**src/rtl/alu_defs.sv**
```systemverilog
// alu_defs: shared ALU opcodes, datapath widths and multiply-sequencer state encoding.
package alu_defs;

  localparam int unsigned AW  = 16;
  localparam int unsigned OPW = 3;
  localparam int unsigned SHW = 4;
  localparam int unsigned ITW = 5;

  localparam logic [OPW-1:0] OP_AND = 3'b000;
  localparam logic [OPW-1:0] OP_OR  = 3'b001;
  localparam logic [OPW-1:0] OP_ADD = 3'b010;
  localparam logic [OPW-1:0] OP_SLL = 3'b100;
  localparam logic [OPW-1:0] OP_SRL = 3'b101;
  localparam logic [OPW-1:0] OP_SUB = 3'b110;
  localparam logic [OPW-1:0] OP_SLT = 3'b111;

  // Iteration count at which the shift-add loop has consumed every multiplier bit
  localparam logic [ITW-1:0] ITER_MAX = ITW'(AW);

  typedef enum logic [2:0] {
    ST_IDLE = 3'd0,
    ST_ADD  = 3'd1,
    ST_SHM  = 3'd2,
    ST_SHQ  = 3'd3,
    ST_DONE = 3'd4
  } state_t;

endpackage

```
**src/rtl/alu_mul_seq_alu.sv**
```systemverilog
// alu: existing 16-bit single-cycle ALU; shifts act on the b operand by shamt.
module alu
  import alu_defs::*;
(
  input  logic [AW-1:0]  a,
  input  logic [AW-1:0]  b,
  input  logic [OPW-1:0] op,
  input  logic [SHW-1:0] shamt,
  output logic [AW-1:0]  result,
  output logic           zero
);

  // Operation select
  always_comb begin
    result = '0;
    case (op)
      OP_AND:  result = a & b;
      OP_OR:   result = a | b;
      OP_ADD:  result = a + b;
      OP_SLL:  result = b << shamt;
      OP_SRL:  result = b >> shamt;
      OP_SUB:  result = a - b;
      OP_SLT:  result = AW'($signed(a) < $signed(b));
      default: result = '0;
    endcase
  end

  assign zero = (result == '0);

endmodule

```
**src/rtl/alu_mul_seq.sv**
```systemverilog
// alu_mul_seq: 16x16 -> low-16 shift-add multiplier sequenced over one shared alu.
// Optional feature macro: ALU_MUL_EARLY_EXIT_EN (stop once the remaining multiplier is zero).
module alu_mul_seq
  import alu_defs::*;
(
  input  logic          clk,
  input  logic          rst_n,
  input  logic          start,
  input  logic [AW-1:0] a,
  input  logic [AW-1:0] b,
  output logic          busy,
  output logic          done,
  output logic [AW-1:0] product
);

  state_t          state;
  logic [AW-1:0]   acc;
  logic [AW-1:0]   m;
  logic [AW-1:0]   q;
  logic [ITW-1:0]  iter;

  logic [OPW-1:0]  alu_op;
  logic [AW-1:0]   alu_b;
  logic [AW-1:0]   alu_res;
  logic            alu_zero;
  logic [ITW-1:0]  iter_nx;
  logic            exit_c;

  // ALU operand/opcode steering from the current step
  always_comb begin
    alu_op = OP_ADD;
    alu_b  = m;
    case (state)
      ST_SHM: begin
        alu_op = OP_SLL;
        alu_b  = m;
      end
      ST_SHQ: begin
        alu_op = OP_SRL;
        alu_b  = q;
      end
      default: begin
        alu_op = OP_ADD;
        alu_b  = m;
      end
    endcase
  end

  alu u_alu (
    .a      (acc),
    .b      (alu_b),
    .op     (alu_op),
    .shamt  (SHW'(1)),
    .result (alu_res),
    .zero   (alu_zero)
  );

  assign iter_nx = iter + ITW'(1);

`ifdef ALU_MUL_EARLY_EXIT_EN
  assign exit_c = alu_zero || (iter_nx == ITER_MAX);
`else
  logic unused_zero;
  assign unused_zero = alu_zero;
  assign exit_c      = (iter_nx == ITER_MAX);
`endif

  // Sequencer state, datapath registers and registered handshake outputs
  always_ff @(posedge clk) begin
    if (!rst_n) begin
      state   <= ST_IDLE;
      acc     <= '0;
      m       <= '0;
      q       <= '0;
      iter    <= '0;
      busy    <= 1'b0;
      done    <= 1'b0;
      product <= '0;
    end else begin
      case (state)
        ST_IDLE: begin
          busy <= 1'b0;
          done <= 1'b0;
          if (start) begin
            acc   <= '0;
            m     <= a;
            q     <= b;
            iter  <= '0;
            busy  <= 1'b1;
            state <= b[0] ? ST_ADD : ST_SHM;
          end
        end
        ST_ADD: begin
          acc   <= alu_res;
          state <= ST_SHM;
        end
        ST_SHM: begin
          m     <= alu_res;
          state <= ST_SHQ;
        end
        ST_SHQ: begin
          q    <= alu_res;
          iter <= iter_nx;
          if (exit_c) begin
            product <= acc;
            busy    <= 1'b0;
            done    <= 1'b1;
            state   <= ST_DONE;
          end else begin
            state <= alu_res[0] ? ST_ADD : ST_SHM;
          end
        end
        ST_DONE: begin
          done  <= 1'b0;
          busy  <= 1'b0;
          state <= ST_IDLE;
        end
        default: begin
          busy  <= 1'b0;
          done  <= 1'b0;
          state <= ST_IDLE;
        end
      endcase
    end
  end

endmodule

```
**config.mk**
```make
export PLATFORM = sky130hd
export DESIGN_NAME = alu_mul_seq
export DESIGN_NICKNAME = d
export VERILOG_FILES = /design/src/rtl/alu_defs.sv /design/src/rtl/alu_mul_seq_alu.sv /design/src/rtl/alu_mul_seq.sv
export SDC_FILE = /design/constraint.sdc
export NUM_CORES = 1
export LEC_CHECK = 0
export ABC_AREA = 1
export CAP_MARGIN = 20
export CORE_MARGIN = 2
export CORE_UTILIZATION = 50
export DETAILED_ROUTE_END_ITERATION = 6
export GPL_TIMING_DRIVEN = 1
export PLACE_DENSITY = 0.72
export SETUP_SLACK_MARGIN = 0.05
export SKIP_CTS_REPAIR_TIMING = 1
export SLEW_MARGIN = 5
export SYNTH_ARGS = -nofsm -noshare
export SYNTH_HDL_FRONTEND = slang
export SYNTH_SLANG_ARGS = --single-unit
```
**constraint.sdc**
```tcl
create_clock -name clk -period 3.6 [get_ports clk]
set_input_delay 0.9 -clock clk [delete_from_list [all_inputs] [get_ports clk]]
set_output_delay 0.9 -clock clk [all_outputs]
set_load 0.05 [all_outputs]
```
==> results.yml, run 1 <==
yosys:
  synthArstFlopShare: 0
  syn-num-nets: 737
  yosysTopAreaCellShare: 0.335
  muxShareOfSynthArea: 0
  post_synth.cell_area_avg_um2: 6.60
  netlist_area_um2: 4420
  synth_ff_type: "dfxtp_1"
  synthAdderAreaFrac: 0.0922
  synthSimpleGateAreaFrac: 0.297
  synth-xor-area-share: 0.00990
  synth-seq-cells: 74
  yosysMostFrequentCell: "nand2_1"
  synth_edf_count: 0
  netlist_top_cells_count: "219 x nand2_1, 97 x inv_1, 75 x a21oi_1"
  synth_top_family_by_area: "simple AND/OR/NAND/NOR gates"
  yosysWarnings: 0
  seq_area_frac_synth: 0.335
  netlist-cell-type-count: 35
  synth.area.top_cells: "dfxtp_1 33%, nand2_1 19%, ha_1 8.8%"
  synth_compound_area_frac: 0.151
  syn-instance-count: 670
  yosysTopAreaCell: "dfxtp_1"
clocking:
  cts_tree: "done"
  cts_max_path_buffers: 2
  htree_levels: 3
  cts_root_buf: "clkbuf_8"
  cts.sinks: 74
  clk_latency_ns: 0.36
  clk_pin_slew_ns: 0.08
  numCtsBuffers: 9
flow_run:
  maxCapViolCount: 0
detailed_routing:
  wl_per_cell_um: 14.7
  drt_wl_total_um: 12100
  postRouteAntennaNets: 0
  drt_iter0_drc: 291
  drc: 0
  viasPerCell: 5.34
  vias: 4414
  firstDrtPassIters: 5
floorplanning:
  dieArea_um2: 9620
  placementRows: 34
  die-width_um: 98.1
  core_area_um2: 8640
  die_y_um: 98.1
  start_util: 0.512
  ios: 53
timing:
  layout_setup_ws_ns: 0.442
  finalCritPeriodShare: 0.877
  finalSetupTns_ns: 0
  period_needed_ns: 3.16
  maxSlewViolCount: 0
  setup_violations: 0
  slew-limit-headroom: 0.470
  rsz0062_at_grt: "false"
  max_freq_ghz: 0.317
  whs_ns: 0.457
  finalHoldViolCount: 0
  skew_ns: 0.0123
  tightestPinTransition_ns: 0.793
worst_setup_path:
  worstPathRequired_ns: 3.84
  crit_type: "reg2reg"
  worstSetupStartpointType: "register"
  cp-end-kind: "register"
  crit_path_max_fanout: 26
  r2r_cells: 19
  critPathArrivalTime_ns: 3.39
finish:
  diodes: 0
  final_area_um2: 5180
  syn_to_final_growth_pct: 17.0
  fin_util: 0.599
  nNetsFinal: 780
  drive_gt1_frac: 0.0487
  n_fill_cell: 843
pwr:
  p_per_area_nw_per_um2: 365
  p_leak_nw: 2.31
  peakVddDrop_uv: 278
placed_design:
  port-buffer-count: 52
  place_ws_ns: 0.338
  place_hpwl_um: 9230
  gp_congestion: 0.964
  dpl_cell_area_um2: 5000
min_path:
  whs_path_depth: 2
  hp-class: "reg2reg"
grt:
  grt_max_degree: 37
  grt_usage: 0.263
  grt_pass1_wl_um: 20500
  grt_pass1_vias: 4338
  overflow: 0
  antenna_found_initial: 0
status:
  status: "finished clean"
[area by class of cell]
type                       instances  area [µm²]  area share
multi-input combinational        471        2440       0.471
timing repair buffer              55         568       0.110
tap                              108         135      0.0261
sequential                        74        1480       0.286
clock buffer                      11         131      0.0254
inverter                         102         385      0.0745
clock inverter                     5        38.8     0.00749
[stage by stage]
step           total power [mW]  instances
2_1_floorplan              1.19        670
3_3_place_gp               1.31        810
3_5_place_dp               1.32        810
4_1_cts                    1.89        826
5_1_grt                    1.99        826
6_report                   1.89        826
[path summary, 6_finish.rpt]
kind / from / endpoint / slack [ns]
setup / recovery: state[1] / acc[8] / 0.44
hold / removal: q[0] / q[0] / 0.46
setup reg to reg: state[1] / acc[8] / 0.44
hold reg to reg: q[0] / q[0] / 0.46
[registers in the layout, summed over array words and instances, names as in the netlist]
register,cells
q,16
state,3
acc,16
busy,1
iter,5
done,1
m,16
product,16
[where the power goes]
group / switching, mW / total [mW] / internal, mW
Sequential: 0.0362 / 0.901 / 0.865
Clock: 0.328 / 0.582 / 0.254
Combinational: 0.259 / 0.406 / 0.147
Total: 0.623 / 1.89 / 1.27
[cells in the final DEF (no fill, tap or decap), drive strengths merged, types with 2 or more instances in the layout]
cell and count:
nor3 4, nor2 39, o211ai 5, clkdlybuf4s50 52, inv 102, nand3 41, or2 3, a31oi 20
a221oi 4, nand2 221, clkinv 4, clkbuf 11, ha 31, a21oi 76, xnor2 3, buf 3
dfxtp 74, xor2 2, o21ai 14, nand3b 3
[kinds of logic after synthesis]
| group | after synthesis |
|---|---|
| AOI/OAI and AO/OA | 121 |
| xor gates and xnor gates | 5 |
| adders and majority gates | 32 |
| buffers and inverters | 125 |
| DFF | 74 |
| and+or+nand+nor | 313 |
[worst max-delay path, cell delays in order, from the launching register on]
cell and delay, ns:
dfxtp_1 0.33, inv_1 0.06, nor2_4 0.18, inv_2 0.19, nor2_4 0.29, inv_4 0.19
o21ai_1 0.24, ha_1 0.20, inv_1 0.06, fa_1 0.41, inv_1 0.11, nand3_1 0.07
nand3_1 0.15, nand2_1 0.08, nand3_1 0.09, nand2_1 0.06, nand2_1 0.06, nor2_1 0.04
o21ai_0 0.15, a21oi_1 0.09
[metal layers]
| metal | global-route usage | up-vias | wire length (µm) |
|---|---|---|---|
| met5 | 0 | - | 0 |
| met4 | 0.0855 | 0 | 299 |
| met3 | 0.0523 | 29 | 630 |
| met2 | 0.426 | 160 | 5630 |
| met1 | 0.352 | 2015 | 5580 |
| li1 | - | 2210 | - |
No activity file was read; power rests on OpenSTA's default activity.
==> run 2: changes to the inputs <==
- PLACE_DENSITY: 0.72 -> 0.68
- SYNTH_HIERARCHICAL: default -> 1
==> results.yml, run 2 <==
timing:
  finalCritPeriodShare: 0.927
  maxSlewViolCount: 0
  period_needed_ns: 3.34
  whs_ns: 0.465
  layout_setup_ws_ns: 0.264
  rsz0062_at_grt: "false"
  setup_violations: 0
  max_freq_ghz: 0.300
  skew_ns: 0.00861
  finalSetupTns_ns: 0
  tightestPinTransition_ns: 0.545
  finalHoldViolCount: 0
  slew-limit-headroom: 0.636
finish:
  syn_to_final_growth_pct: 13.8
  diodes: 0
  drive_gt1_frac: 0.0839
  n_fill_cell: 1519
  fin_util: 0.587
  final_cell_mix: "353 x nand2_1, 201 x nand3_1, 144 x inv_1"
  final_common_cell: "nand2_1"
  nNetsFinal: 1430
detailed_routing:
  viasPerCell: 5.74
  firstDrtPassIters: 5
  drt_wl_total_um: 27300
  wl_per_cell_um: 17.8
  drt_iter0_drc: 923
  postRouteAntennaNets: 0
  drc: 0
  vias: 8784
clocking:
  clk_latency_ns: 0.34
  cts_root_buf: "clkbuf_16"
  numCtsBuffers: 9
  cts_max_path_buffers: 2
  htree_levels: 3
  clk_pin_slew_ns: 0.06
  cts_tree: "done"
  cts.sinks: 74
floorplanning:
  die-width_um: 127
  start_util: 0.516
  ios: 53
  core_area_um2: 14600
  die_y_um: 127
  dieArea_um2: 16100
  placementRows: 44
pwr:
  p_leak_nw: 4.13
  p_per_area_nw_per_um2: 379
  peakVddDrop_uv: 314
  total_power_mw: 3.26
placed_design:
  port-buffer-count: 52
  place_ws_ns: 0.239
  place_hpwl_um: 21500
  gp_congestion: 1.01
grt:
  grt_pass1_vias: 8099
  grt_max_degree: 36
  overflow: 0
  grt_usage: 0.338
  antenna_found_initial: 0
  grt_pass1_wl_um: 42600
status:
  status: "finished clean"
worst_setup_path:
  crit_path_max_fanout: 16
  critPathArrivalTime_ns: 3.55
  worstPathRequired_ns: 3.82
  worstSetupStartpointType: "register"
  cp-end-kind: "register"
  crit_type: "reg2reg"
yosys:
  yosysWarnings: 6
  netlist_area_um2: 7550
  post_synth.cell_area_avg_um2: 5.85
  syn-instance-count: 1291
min_path:
  hp-class: "reg2reg"
flow_run:
  maxCapViolCount: 0
## run 2: per-layer routing
metal	vias up	GRT usage	part of all wire
li1	4293	-	-
met3	82	0.0620	0.084
met4	0	0.154	0.049
met5	-	0	0
met2	425	0.558	0.46
met1	3984	0.429	0.41
## run 2: final timing paths
path	start	to	slack, ns	cells after the start
worst min register to register	busy	busy	0.47	2
worst min-delay path	busy	busy	0.47	2
worst max-delay path	state[1]	m[14]	0.26	20
worst max register to register	state[1]	m[14]	0.26	20
## run 2: area by class of cell
class / count / area (µm²) / area share
clock buffer: 12 / 236 / 0.0275
clock inverter: 4 / 76.3 / 0.00888
inverter: 161 / 619 / 0.0721
multi-input combinational: 1001 / 5100 / 0.594
sequential: 74 / 1480 / 0.172
tap: 184 / 230 / 0.0268
timing repair buffer: 95 / 847 / 0.0985
## run 2: critical path, stage by stage, from the launching register on
cell and delay [ns]:
dfxtp_1 0.38, nand3_4 0.11, inv_6 0.13, buf_4 0.17, nand2_1 0.06, o21ai_1 0.15, inv_1 0.12, ha_1 0.39
buf_4 0.18, nor2_1 0.18, nand2_1 0.14, nor3_1 0.15, nand2_1 0.09, nand3_1 0.08, nand2_1 0.05, nand3_1 0.10
nand3_1 0.28, nand3_1 0.18, a21oi_1 0.08, a21oi_1 0.13, nor2_1 0.06
## run 2: through the flow
stage	cell area, µm²	std cells
after floorplan	7580	1298
after global placement	8250	1515
after detailed placement	8250	1515
after CTS	8570	1531
after global routing	8600	1531
final	8600	1531
## run 2: power by group
part | internal (mW) | switching, mW | leakage, nW
Clock | 0.609 | 0.353 | 0.147
Combinational | 0.423 | 0.951 | 3.38
Sequential | 0.875 | 0.0449 | 0.603
